<file path="src/rtl/mult_pkg.sv">
// rtl/mult_pkg.sv - shared FSM state type and counter sizing for shift_add_multiplier
package mult_pkg;

  typedef enum logic [1:0] {
    IDLE = 2'd0,
    RUN  = 2'd1,
    DONE = 2'd2
  } mult_state_t;

  localparam int N_BITS_DEFAULT = 4;
  localparam int CNT_W          = $clog2(N_BITS_DEFAULT + 1);

  // Iteration counter must reach N_BITS itself, hence the +1.
  function automatic int cnt_width(input int n);
    return $clog2(n + 1);
  endfunction

endpackage

</file>
<file path="src/rtl/mult_datapath.sv">
// rtl/mult_datapath.sv - accumulator, shifted multiplicand/multiplier and iteration counter
module mult_datapath
  import mult_pkg::*;
#(
  parameter int N_BITS = 4,
  parameter int CW     = cnt_width(N_BITS)
) (
  input  logic                  clk,
  input  logic                  rst_n,
  input  logic                  load,
  input  logic                  step,
  input  logic [N_BITS-1:0]     x,
  input  logic [N_BITS-1:0]     y,
  output logic [2*N_BITS-1:0]   acc,
  output logic [CW-1:0]         cnt
);

  logic [2*N_BITS-1:0] mcand;
  logic [N_BITS-1:0]   mplr;

  always_ff @(posedge clk or negedge rst_n) begin
    if (!rst_n) begin
      acc   <= '0;
      mcand <= '0;
      mplr  <= '0;
      cnt   <= '0;
    end else if (load) begin
      acc   <= '0;
      mcand <= {{N_BITS{1'b0}}, x};
      mplr  <= y;
      cnt   <= '0;
    end else if (step) begin
      if (mplr[0]) acc <= acc + mcand;
      mcand <= mcand << 1;
      mplr  <= mplr >> 1;
      cnt   <= cnt + CW'(1);
    end
  end

endmodule

</file>
<file path="src/rtl/shift_add_multiplier.sv">
// rtl/shift_add_multiplier.sv - sequential radix-2 shift-and-add unsigned multiplier
// Optional MULT_ZERO_SKIP_EN: zero operands finish without entering RUN.
module shift_add_multiplier
  import mult_pkg::*;
#(
  parameter int N_BITS = 4
) (
  input  logic                  clk,
  input  logic                  rst_n,
  input  logic                  start,
  input  logic [N_BITS-1:0]     x,
  input  logic [N_BITS-1:0]     y,
  output logic [2*N_BITS-1:0]   s,
  output logic                  busy,
  output logic                  done
);

  localparam int CW = cnt_width(N_BITS);

  mult_state_t         state;
  logic [2*N_BITS-1:0] acc;
  logic [CW-1:0]       cnt;
  logic                load;
  logic                step;
  logic                last;
  logic                zero_skip;

  assign last = (cnt == CW'(N_BITS));
  assign load = (state == IDLE) && start;
  assign step = (state == RUN) && !last;

`ifdef MULT_ZERO_SKIP_EN
  assign zero_skip = (x == '0) || (y == '0);
`else
  assign zero_skip = 1'b0;
`endif

  mult_datapath #(.N_BITS(N_BITS), .CW(CW)) u_datapath (
    .clk   (clk),
    .rst_n (rst_n),
    .load  (load),
    .step  (step),
    .x     (x),
    .y     (y),
    .acc   (acc),
    .cnt   (cnt)
  );

  always_ff @(posedge clk or negedge rst_n) begin
    if (!rst_n) begin
      state <= IDLE;
      s     <= '0;
      busy  <= 1'b0;
      done  <= 1'b0;
    end else begin
      case (state)
        IDLE: begin
          done <= 1'b0;
          if (start) begin
            if (zero_skip) begin
              s     <= '0;
              state <= DONE;
            end else begin
              busy  <= 1'b1;
              state <= RUN;
            end
          end
        end
        RUN: begin
          if (last) begin
            s     <= acc;
            done  <= 1'b1;
            busy  <= 1'b0;
            state <= DONE;
          end
        end
        DONE: begin
          // A zero-skip entry arrives with done low; raise it for one cycle before leaving.
          if (!done) begin
            done <= 1'b1;
          end else begin
            done  <= 1'b0;
            state <= IDLE;
          end
        end
        default: state <= IDLE;
      endcase
    end
  end

endmodule

</file>
<file path="config.mk">
export PLATFORM = sky130hd
export DESIGN_NAME = shift_add_multiplier
export DESIGN_NICKNAME = d
export VERILOG_FILES = /design/src/rtl/mult_pkg.sv /design/src/rtl/mult_datapath.sv /design/src/rtl/shift_add_multiplier.sv
export SDC_FILE = /design/constraint.sdc
export NUM_CORES = 1
export LEC_CHECK = 0
export BUFFER_PORTS_ARGS = -buffer_cell sky130_fd_sc_hd__clkbuf_2
export CORE_MARGIN = 2
export CORE_UTILIZATION = 58
export CTS_BUF_LIST = sky130_fd_sc_hd__clkbuf_4 sky130_fd_sc_hd__clkbuf_8
export DETAILED_ROUTE_END_ITERATION = 10
export PLACE_DENSITY = 0.85
export REMOVE_ABC_BUFFERS = 1
export SKIP_LAST_GASP = 1
export SYNTH_ARGS = -nofsm -noshare
export SYNTH_HDL_FRONTEND = slang
export SYNTH_HIERARCHICAL = 1
export SYNTH_SLANG_ARGS = --single-unit
</file>
<file path="constraint.sdc">
create_clock -name clk -period 6.1 [get_ports clk]
set_input_delay 0.305 -clock clk [delete_from_list [all_inputs] [get_ports clk]]
set_output_delay 0.305 -clock clk [all_outputs]
set_load 0.05 [all_outputs]
</file>
Word level (Yosys, flattened, before mapping) --
Index checks and enable logic that the tools add are counted.
Word-level totals: input port bits 11, flip-flop bits (word level) 35, word-level logic and storage cells 48, output and inout port bits 10
Cells by class: mux-type cells 19, equal/unequal tests 6, add/sub/neg operators 2, reduce and logical (&&, ||, !) cells 13
Operator list (count):
- $mux W8 | 5
- $add A8 B8 Y8 | 1
- $mux W4 | 2
- $mux W2 | 3
- $mux W3 | 2
- $ne A2 B2 Y1 const B | 3
- $pmux W2 S3 | 1
- $reduce_and A2 Y1 | 3
- $reduce_and A3 Y1 | 2
- $reduce_bool A2 Y1 | 3
- $mux W1 | 4
- $add A3 B1 Y3 const B | 1
- $eq A3 B3 Y1 const B | 1
- $pmux W1 S3 | 1
- $reduce_bool A3 Y1 | 1
- $eq A2 B1 Y1 const B | 1
- $eq A2 B2 Y1 const B | 1
- $logic_and A1 B1 Y1 | 2
- $logic_not A2 Y1 | 1
- $pmux W1 S2 | 1
- $logic_not A1 Y1 | 1

Logic depth before layout (Yosys ltp) --
depth after elaboration 5, gate-level depth with buffers 11, gate-level depth less buffers 9

Modules after synthesis --
Netlist, hierarchy kept.
By module, submodules not included:
- mult_datapath | sequential area each 575.6 µm², times used 1, cells an instance 131, area an instance 1296.2 µm²
- shift_add_multiplier | sequential area each 300.3 µm², times used 1, cells an instance 44, area an instance 576.8 µm²

Least setup slack after synthesis --
Ideal clock, no wire load.
kind register to register, from register u_datapath.acc[0], to register u_datapath.acc[6], clock period less this slack 2020 ps, setup time 126 ps, cell stages (with the launch flop) 8, arrival 1893 ps, setup slack 4080 ps, data required time 5974 ps, cells stage by stage dfrtp_1 > ha_1 > fa_1 > a21o_1 > a21oi_1 > o21ai_0 > mux2i_1 > a311o_1
Between the ends: word-level cells in the longest chain between the ends 4
RTL lines:
- start: declaration | line mult_datapath.sv:14 | output logic [2*N_BITS-1:0] acc,
- start signal: assignment | line mult_datapath.sv:33 | if (mplr[0]) acc <= acc + mcand;
- $add A8 B8 Y8 | line mult_datapath.sv:33
- $mux W8 | line mult_datapath.sv:33
- $mux W8 | line mult_datapath.sv:32 | end else if (step) begin
- $mux W8 | line mult_datapath.sv:27 | end else if (load) begin
No other way between the ends. The select of a mux whose other input is x is not followed. A chain may end at the register's enable or synchronous reset.

Final worst setup path --
from register state[1], to register u_datapath.acc[7]
Between the ends: word-level cells in the longest chain between the ends 4, elaborated cells between the ends (all ways) 8
RTL lines:
- start: declaration | line shift_add_multiplier.sv:20 | mult_state_t state;
- start signal: assignment | line shift_add_multiplier.sv:51 | state <= IDLE;
- start signal: assignment | line shift_add_multiplier.sv:62 | state <= DONE;
- start signal: assignment | line shift_add_multiplier.sv:65 | state <= RUN;
- $eq A2 B1 Y1 | line shift_add_multiplier.sv:30 | assign step = (state == RUN) && !last;
- $logic_and A1 B1 Y1 | line shift_add_multiplier.sv:30
- named net step | line shift_add_multiplier.sv:24 | logic step;
- $reduce_bool A2 Y1 (no source line)
- $reduce_and A2 Y1 (no source line)
The timed path passes the listed nets, and every way through them passes these cells.

==> run_results.csv <==
group,metric,value,unit
place,place_ws,3.352,ns
synthesis,yosysUniqueCellTypes,41,
synthesis,ys_warn_count,6,
timing,finalHoldViolCount,0,
cells_and_area,drive_above_1_share,0.1897,
route,top_layer_used,"met4",
cts,clk_pin_slew_worst_paths,0.10,ns
grt,grtUsageTotal,0.2254,
grt,grt_pass1_wl,6.003,mm
route,wirelength,3.521,mm
timing,clock_skew,0.006361,ns
power,irDropWorstVdd,0.1827,mV
grt,antenna_found_initial,0,
power,total_power,0.0008974,W
cells_and_area,mostFrequentLayoutCell,"dfrtp_1",
floorplan,initial_core_util,0.6135,
timing,fmax,355.3,MHz
route,drtIter0Drc,65,
setup_path,criticalPathCategory,"register to register",
setup_path,cp.arrival,3.04,ns
synthesis,synth_area,1873,um^2
timing,slew_headroom,0.4302,
setup_path,end_kind,"register",
setup_path,crit_fanout,18,
route,drc,0,
setup_path,path_cells,"inv_1, ha_1, or2b_1, inv_1, nand2_1, nor4_1, a311o_1, o21ai_1, nor3b_2",
route,wl_per_cell,14.73,um
place,placed_area,1986,um^2
synthesis,synth_edf_count,0,
setup_path,crit_path_top_delay_cell,"inv_1",
synthesis,synthCells,175,
cts,cts_tree,"built",
place,dp_cells,233,
synthesis,syn_avg_cell_area,10.70,um^2
setup_path,r2r_slack,3.29,ns
timing,period_share,0.4614,
cts,clk_latency,0.35,ns
floorplan,row_count,20,
place,dp_hpwl,2.499,mm
power,power.static_leakage,0.9727,nW
cells_and_area,fin_cells,239,
route,detail-route-antenna-nets,0,
grt,global_route.overflow_total,0,
flow_run,max-cap-violations,0,
cells_and_area,syn_to_final_growth,8.417,%
synthesis,synth_seq_area_share,0.4676,
route,viasPerCell,5.682,
cts,post_cts_buffers,0,
timing,finalWorstSetupSlack,3.285,ns
timing,final_max_slew_viol_count,0,
cts,cts-hold-fix-buffers,0,
timing,setup_violations,0,
setup_path,crit_top_cell,"inv_1",
power,p_per_area,441.9,nW/um^2
timing,period_needed,2.815,ns
timing,setup_tns,0,ns
floorplan,pin_count,21,
timing,worst_slew_pin_slew,0.8548,ns
place,globalplace.congestion,0.9020,
setup_path,slowest_delay,0.54,ns
run_status,status,"finished, final reports clean",
cells_and_area,final_nets,220,
cells_and_area,antennaDiodeCount,0,
cells_and_area,design_area,2031,um^2
synthesis,synthFlopType,"dfrtp_1",
setup_path,worst-path-buf-inv,2,
route,dr.pass1.iters,4,
route,wl_met2,1.730,mm
route,vias,1358,
route,wl_met3,146,um
setup_path,required,6.33,ns
synthesis,synth_seq_cells,35,
grt,grt_pass1_vias,1362,
cts,cts_resized,0,
cts,cts_sinks,35,
setup_path,cp_top_family,"simple AND/OR/NAND/NOR gates",
cts,cts_max_path_buffers,2,
place,portBuffers,20,
timing,rsz0062_at_grt,"false",
cells_and_area,final_cell_mix,"dfrtp_1, nand2_1, clkbuf_2",
cts,cts_buffers,5,
grt,grt_max_degree,36,
cells_and_area,fill_cells,248,
floorplan,core_area,3053,um^2
route,wl_met1,1.600,mm
cts,root_buffer,"clkbuf_4",
synthesis,synthArstFlopShare,1.000,
cts,cts_max_level,2,
floorplan,die_area,3700,um^2
floorplan,die_y,60.83,um
floorplan,dieWidth,60.83,um
min_path,hp-class,"input port to asynchronous set/reset pin",
setup_path,startpoint_type,"register",
==> kinds of logic (layout without fill, tap and decap cells) <==
kind of cell               count (synthesis)  after routing  share of synthesized area
and+or+nand+nor                           52             52                     0.1423
muxes                                     21             21                     0.1176
AOI/OAI and AO/OA                         36             36                     0.1222
xor gates and xnor gates                   4              4                    0.01871
adders and majority gates                 13             13                    0.09085
DFF                                       35             35                     0.4676
buffers and inverters                     14             34                    0.04075
==> final cells by class <==
type	count	area [um^2]	area share
Sequential cell	35	875.8	0.4313
Tap cell	44	55.05	0.02711
Clock buffer	6	45.04	0.02218
Inverter	7	26.28	0.01294
Multi-Input combinational cell	126	920.9	0.4535
Timing Repair Buffer	21	107.6	0.05299
==> through the flow <==
step	hold slack, ns	util
3_3_place_gp	0.4355	0.6504
2_1_floorplan	0.009409	-
4_1_cts	0.09200	0.6652
3_5_place_dp	0.4596	0.6504
5_1_grt	0.1276	0.6652
6_report	0.04531	0.6652
==> final timing paths <==
kind,startpoint,to,cells after the start
min,rst_n,u_datapath/acc[4],1
max reg2reg,state[1],u_datapath/acc[7],9
min reg2reg,s[2],s[2],1
max,state[1],u_datapath/acc[7],9
max in group asynchronous,rst_n,u_datapath/cnt[0],1
min in group clk,x[2],u_datapath/mcand[2],3
==> cell usage after synthesis (all sizes together), types with 3 or more instances <==
cell / instances / area, um^2
clkbuf: 3 / 11.26
ha: 12 / 150.1
buf: 4 / 38.78
nand3: 4 / 20.02
mux2: 8 / 90.09
o21ai: 12 / 60.05
xnor2: 3 / 26.28
nor2: 9 / 33.78
mux2i: 13 / 130.1
nand2: 21 / 78.83
dfrtp: 35 / 875.8
a21oi: 9 / 45.04
inv: 7 / 26.28
==> registers in the layout (all words and copies together) (netlist names) <==
name,cells
busy,1
u_datapath/acc,8
u_datapath/cnt,3
state,2
u_datapath/mcand,8
s,8
u_datapath/mplr,4
done,1
==> metal layers <==
metal,vias to the layer above,global-route usage
li1,663,-
met1,661,0.2687
met2,27,0.3917
met3,7,0.05757
met4,0,0.08385
met5,-,0
==> power breakdown <==
group	internal (W)	total [W]	leakage, nW	switching, W
clock	0.0000454	0.000118	0.0276	0.0000729
combinational	0.000154	0.000406	0.479	0.000253
sequential	0.000308	0.000373	0.466	0.0000644
==> worst reg2reg max path, cell delays in order, from the launching register on <==
cell,delay [ns]
dfrtp_1,0.42
inv_1,0.11
ha_1,0.24
or2b_1,0.28
inv_1,0.54
nand2_1,0.41
nor4_1,0.28
a311o_1,0.18
o21ai_1,0.07
nor3b_2,0.16
Power figures use the tool's default switching activity.
